===== src/rtl/down_counter_pkg.sv =====
// down_counter_pkg: shared defaults for the down counter (width, reset value, max count).
package down_counter_pkg;
   localparam int DEF_WIDTH = 4;
   localparam logic [DEF_WIDTH-1:0] MAX_COUNT = {DEF_WIDTH{1'b1}};
   localparam logic [DEF_WIDTH-1:0] DEF_RESET_VAL = MAX_COUNT;
endpackage


===== src/rtl/down_counter_4bit.sv =====
// down_counter_4bit: free-running wrap-around down counter with zero flag and terminal-count pulse.
// Optional parallel load (load, load_val ports) enabled by defining DOWN_COUNTER_LOAD_EN.
module down_counter_4bit
   import down_counter_pkg::*;
#(
   parameter int WIDTH = DEF_WIDTH,
   parameter logic [WIDTH-1:0] RESET_VAL = {WIDTH{1'b1}}
) (
   input  logic             clk,
   input  logic             rst,
`ifdef DOWN_COUNTER_LOAD_EN
   input  logic             load,
   input  logic [WIDTH-1:0] load_val,
`endif
   output logic [WIDTH-1:0] count,
   output logic             zero,
   output logic             tc
);
   logic [WIDTH-1:0] count_nxt;
   logic             tc_nxt;
   // Decrementing from zero wraps to max, so the pulse is raised whenever we leave zero by decrement.
   always_comb begin
`ifdef DOWN_COUNTER_LOAD_EN
      count_nxt = load ? load_val : count - 1'b1;
      tc_nxt    = !load && (count == '0);
`else
      count_nxt = count - 1'b1;
      tc_nxt    = (count == '0);
`endif
   end
   always_ff @(posedge clk or negedge rst) begin
      if (!rst) begin
         count <= RESET_VAL;
         tc    <= 1'b0;
      end else begin
         count <= count_nxt;
         tc    <= tc_nxt;
      end
   end
   assign zero = (count == '0);
endmodule


===== config.mk =====
export PLATFORM = sky130hd
export DESIGN_NAME = down_counter_4bit
export DESIGN_NICKNAME = d
export VERILOG_FILES = /design/src/rtl/down_counter_pkg.sv /design/src/rtl/down_counter_4bit.sv
export SDC_FILE = /design/constraint.sdc
export NUM_CORES = 1
export LEC_CHECK = 0
export CORE_AREA = 5 5 42 44
export DETAILED_ROUTE_END_ITERATION = 10
export DIE_AREA = 0 0 47 49
export PLACE_DENSITY = 0.31
export SETUP_SLACK_MARGIN = 0.05
export SYNTH_ARGS = -nofsm -noshare
export SYNTH_HDL_FRONTEND = slang
export SYNTH_SLANG_ARGS = --single-unit

===== constraint.sdc =====
create_clock -name clk -period 3.3 [get_ports clk]
set_input_delay 0.825 -clock clk [delete_from_list [all_inputs] [get_ports clk]]
set_output_delay 0.825 -clock clk [all_outputs]
set_load 0.05 [all_outputs]

==> results.md <==
* Initial antenna violation count at 0
* Initial standard-cell utilization of the core at 13.5%
* Worst reg-to-reg path cell count at 3
* Number of antenna-violating nets in the routed design at 0
* Via count at 137
* Xor/xnor share of the synthesized area at under 10%
* Die X-Extent at around 47 µm
* Final global-route overflow total at 0
* Post-synthesis net count at 16
* TritonCTS clock tree: yes
* Hold Path Stages at 1
* Max Fclk at between 300 and 400 MHz
* Standard cell core area at 0.00140 mm²
* Vert. Die Dim at 49 µm
* Leading cell type in the layout, fill and taps excluded: clkdlybuf4s50_1
* Synthesized area per cell at between 10 and 15 µm²
* Top library cells by usage in the layout, fill and taps aside: 7 x clkdlybuf4s50_1, 4 x dfstp_2, 3 x inv_1, 3 x clkbuf_4, 2 x xor2_1
* # fillers at 159
* Final-layout setup total negative slack at 0 ns
* Synth unique cells at 7
* Max-slew headroom at the worst pin at between 60% and 70%
* Synthesis-to-finish area growth at 61.6%
* Maximum count of clock buffers along a single path at 2
* Signal arrival time at the worst endpoint at between 1.5 and 2 ns
* HP Class: reg2reg
* Resized Gates After CTS at 0
* Fraction of the mapped netlist area in simple logic gates at 9.27%
* Number of synthesized register bits at 5
* Number of setup buffers added after CTS at 0
* CTS Root Buffer Type: clkbuf_4
* Routability Congestion at 0.646
* Detailed Route WL at 357 µm
* Share of synthesized cell area in full adder, half adder and majority cells at 6.62%
* PwrDens at 438 mW/mm²
* Pleak at 0.132 nW
* Synthesis Warnings at 0
* Minimum clock period after layout at about 2.8 ns
* Combinational family with the most area after synthesis: simple AND/OR/NAND/NOR gates
* Crit start category: flop
* Syn Std Cell Area at ~190 µm²
* Rows at 14
* Seq/Total Area, Yosys at roughly 69%
* Clock H-tree levels at 1
* R2R Setup Slk at between 2 and 2.5 ns
* Total iterations of the first detailed-routing run at 1
* Max rail drop VDD at between 150 and 200 µV
* Largest net degree at the start of global routing at 6
* Final HPWL DP at 274 µm
* Via count of the first global-routing pass at around 150
* GRT Overall Usage at around 4.4%
* Required time of the worst setup path at about 2.5 ns
* Post-place setup slack at 0.737 ns
* Share of cells above drive strength 1 at around 33%
* Crit Path Max Fanout at 3
* WS Path Type: reg2out
* Area share of the largest cell type after synthesis at 55.6%
* Outcome: completed
* Max_cap viols at 0
* Hold bufs inserted after CTS at 0
* Final number of setup-violating endpoints at 0
* Latest clock arrival within the worst-skew pair at around 0.24 ns
* Leading post-synthesis cells by cell area: dfstp_2 56%, dfrtp_1 13%, xor2_1 9.3%
* Wirelength per Cell at 8.93 µm
* Post-layout nets at 28
* Post-Syn Instances at 13
* Crit. End Element: primary output
* Count of port buffers added during placement at 7
* Antenna Diode Count at 0
* Avg Vias per Cell at 3.43
* Number of hold violations in the final report at 0
* Global-route wire length before repair at ~600 µm
* Number of pins exceeding their max-slew limit in the final report at 0
* Final worst clock skew at roughly 0.0050 ns
* Number of I/O pins at 8
* Worst setup margin at 0.495 ns
* Total CTS buffers at 3
* Total power consumption of the routed design at between 0.1 and 0.15 mW
* Slew @ Worst Pin at about 0.5 ns
* Part of the cycle the worst path needs at 85.0%
* Setup repair after global routing missed its margin: no
* Share of the synthesized area in compound gates (AO/OA/AOI/OAI) at 0%
* Cell type contributing the most total cell area after synthesis: dfstp_2
* Share of synthesized area spent on multiplexers at 0%
* Clock slew at the register clock pins of the worst setup and hold paths at about 0.04 ns
* Clk sink count at 5
* Die Footprint at about 0.0023 mm²
* Number of DRC violations after detailed-routing iteration 0 at 0
* DRC violations left at 0
## layout make-up
type | count | area (µm²) | area share [%]
Clock buffer | 4 | 26.3 | 8.61
Inverter | 3 | 11.3 | 3.69
Multi-Input combinational cell | 5 | 47.5 | 15.6
Sequential cell | 5 | 130 | 42.6
Tap cell | 16 | 20.0 | 6.56
Timing Repair Buffer | 7 | 70.1 | 23.0
## path summary, 6_finish.rpt
| kind | from | endpoint |
|---|---|---|
| max reg2reg | count[0]$_DFF_PN1_ | tc$_DFF_PN0_ |
| min | count[0]$_DFF_PN1_ | count[0]$_DFF_PN1_ |
| max in group asynchronous | rst | count[0]$_DFF_PN1_ |
| min reg2reg | count[0]$_DFF_PN1_ | count[0]$_DFF_PN1_ |
| min in group asynchronous | rst | tc$_DFF_PN0_ |
| max | count[0]$_DFF_PN1_ | zero |
## Yosys cell counts (all sizes together)
| cell | n |
|---|---|
| dfstp | 4 |
| ha | 1 |
| dfrtp | 1 |
| inv | 3 |
| xor2 | 2 |
| nor3 | 1 |
| nor3b | 1 |
## routing by layer
| metal | vias up | wire, µm | global-route usage [%] |
|---|---|---|---|
| met5 | - | 0 | 0 |
| li1 | 63 | - | - |
| met4 | 0 | 0 | 2.76 |
| met2 | 10 | 132 | 4.30 |
| met3 | 0 | 79 | 7.01 |
| met1 | 64 | 145 | 4.03 |
## through the flow
step / hold slack [ns] / util [%] / cells / cell area, µm²
after floorplan: 0.529 / - / 13 / 189
after global placement: 0.468 / 19.9 / 36 / 279
after detailed placement: 0.471 / 19.9 / 36 / 279
after CTS: 0.482 / 21.8 / 40 / 305
after global routing: 0.507 / 21.8 / 40 / 305
final: 0.481 / 21.8 / 40 / 305
## worst max-delay path, stage by stage (launching register included)
cell and delay [ns]:
dfstp_2 0.37, inv_1 0.07, ha_1 0.18, nor3b_1 0.27
clkdlybuf4s50_1 0.86
## power breakdown
part	switching, mW	leakage [nW]	total (mW)	internal [mW]
combinational	0.00112	0.0660	0.00218	0.00105
sequential	0	0.0509	0.0618	0.0618
clock	0.0242	0.0150	0.0699	0.0457
## sequential cells by signal, summed over array words and instances, names as in the netlist
signal / count
tc: 1
count: 4
## kinds of logic after synthesis
group	after synthesis
adder cells (fa/ha/maj)	1
XOR/XNOR	2
flip-flops	5
buffers and inverters	3
AND/OR/NAND/NOR	2
Note: power is estimated with default switching activity, not from simulation.
==> variant (same flow settings) <==
`DEF_WIDTH`: 4 -> 6.
--- a/src/rtl/down_counter_pkg.sv
+++ b/src/rtl/down_counter_pkg.sv
@@ -1,6 +1,6 @@
 // down_counter_pkg: shared defaults for the down counter (width, reset value, max count).
 package down_counter_pkg;
-   localparam int DEF_WIDTH = 4;
+   localparam int DEF_WIDTH = 6;
    localparam logic [DEF_WIDTH-1:0] MAX_COUNT = {DEF_WIDTH{1'b1}};
    localparam logic [DEF_WIDTH-1:0] DEF_RESET_VAL = MAX_COUNT;
 endpackage
Interface: changed (resized count); port bits go from 8 to 10. The function was not compared with the original's and may differ.
==> variant against the original RTL <==
Synthesized cell count grew 69%. Power is 22% higher. Wire length grew 49%. Sequential cell count rose by 2. Sequential power rose by 40%. Worst setup slack worse by 0.18 ns. Design area is 40% higher. Synthesized area is 54% higher. Largest power group is now registers.
==> variant: results (changes against the original RTL) <==
metric	value	unit	change
reg2reg path depth	2		-1
H-tree levels	1		unchanged
syn_nets	26		+10
global-route wire length before repair	910	µm	+52%
Clock Skews	0.001191	ns	-0.003765 ns
most area-consuming cells after synthesis	dfstp_2 54%, xor2_1 9.1%, dfrtp_1 8.6%		
pin count of the biggest net entering global routing	8		+2
Top Registers	count: 6 flops, tc: 1 flops		
maximum buffer depth of the clock tree	2		unchanged
placed cell count	47		+31%
Seq/Total Area, Yosys	0.6293		-0.05943
Net Switching	0.03048	mW	+20%
Lkg Pwr	0.1874	nW	+42%
gr usage total	0.05528		+0.01137
Vias	196		+43%
Nets	40		+43%
Slew HR	0.6690		+0.002420
Gate Count Post-Synth	22		+9
Yosys warning total	0		unchanged
Placer Congestion	0.5826		-9.8%
VDD IR max	111.5	µV	-43%
vias in the first global route	207		+42%
Hold Slack	0.4939	ns	+0.01322 ns
Post-synth top cells	6 x dfstp_2, 3 x inv_1, 3 x xor2_1, 2 x ha_1		
layout cells sized above 1	0.2857		-0.04762
IO buf count	9		+2
Synth cell types	12		+5
DP Area	400.4	µm²	+43%
DRT Wirelength	531	µm	+49%
pre-CTS WS	0.5773	ns	-0.1600 ns
status	completed		
vias per cell	3.843		+12%
==> variant: layout make-up <==
cell class / instances / area (µm²)
fillers: 155 / 974.7
well taps: 16 / 20.02
clock buffers: 4 / 26.28
inverters: 3 / 11.26
multi-input cells: 12 / 96.34
repair buffers: 9 / 90.09
flip-flops and latches: 7 / 182.7
==> variant: path summary, 6_finish.rpt <==
kind | from | end | slack [ns]
min | count[4] | count[4] | 0.49
min in group asynchronous | rst | tc | 0.84
max in group asynchronous | rst | count[2] | 2.16
min reg2reg | count[4] | count[4] | 0.49
max | count[4] | zero | 0.32
max reg2reg | count[4] | tc | 2.14
==> variant: metal layers <==
layer	vias to the layer above	GRT usage	part of all wire	routed length [µm]
li1	95	-	-	-
met1	94	0.06502	0.42	225
met2	5	0.07466	0.50	267
met3	2	0.02583	0.060	32
met4	0	0.04147	0.011	6
met5	-	0	0	0
==> variant: power groups by stage <==
stage	combinational [mW]	sequential (mW)	clock [mW]
2_1_floorplan	0.0000000610	0.0875	0
4_1_cts	0.00289	0.0863	0.0784
3_5_place_dp	0.00289	0.0875	0
5_1_grt	0.00315	0.0863	0.0793
6_report	0.00268	0.0863	0.0748
3_3_place_gp	0.00282	0.0875	0
==> variant: kinds of logic (layout without fill, tap and decap cells) <==
family                   count (synthesis)  after routing  share of synthesized area
buffers and inverters                    3             16                    0.03879
flip-flops                               7              7                     0.6293
AND/OR/NAND/NOR                          6              6                     0.1250
adder cells (fa/ha/maj)                  2              2                    0.08619
XOR/XNOR                                 4              4                     0.1207
==> variant: critical path, delay by kind of cell (launching register included) <==
kind,cells,cell delay (ns)
flops,1,0.37
simple gates,2,0.69
buf+inv,1,0.86
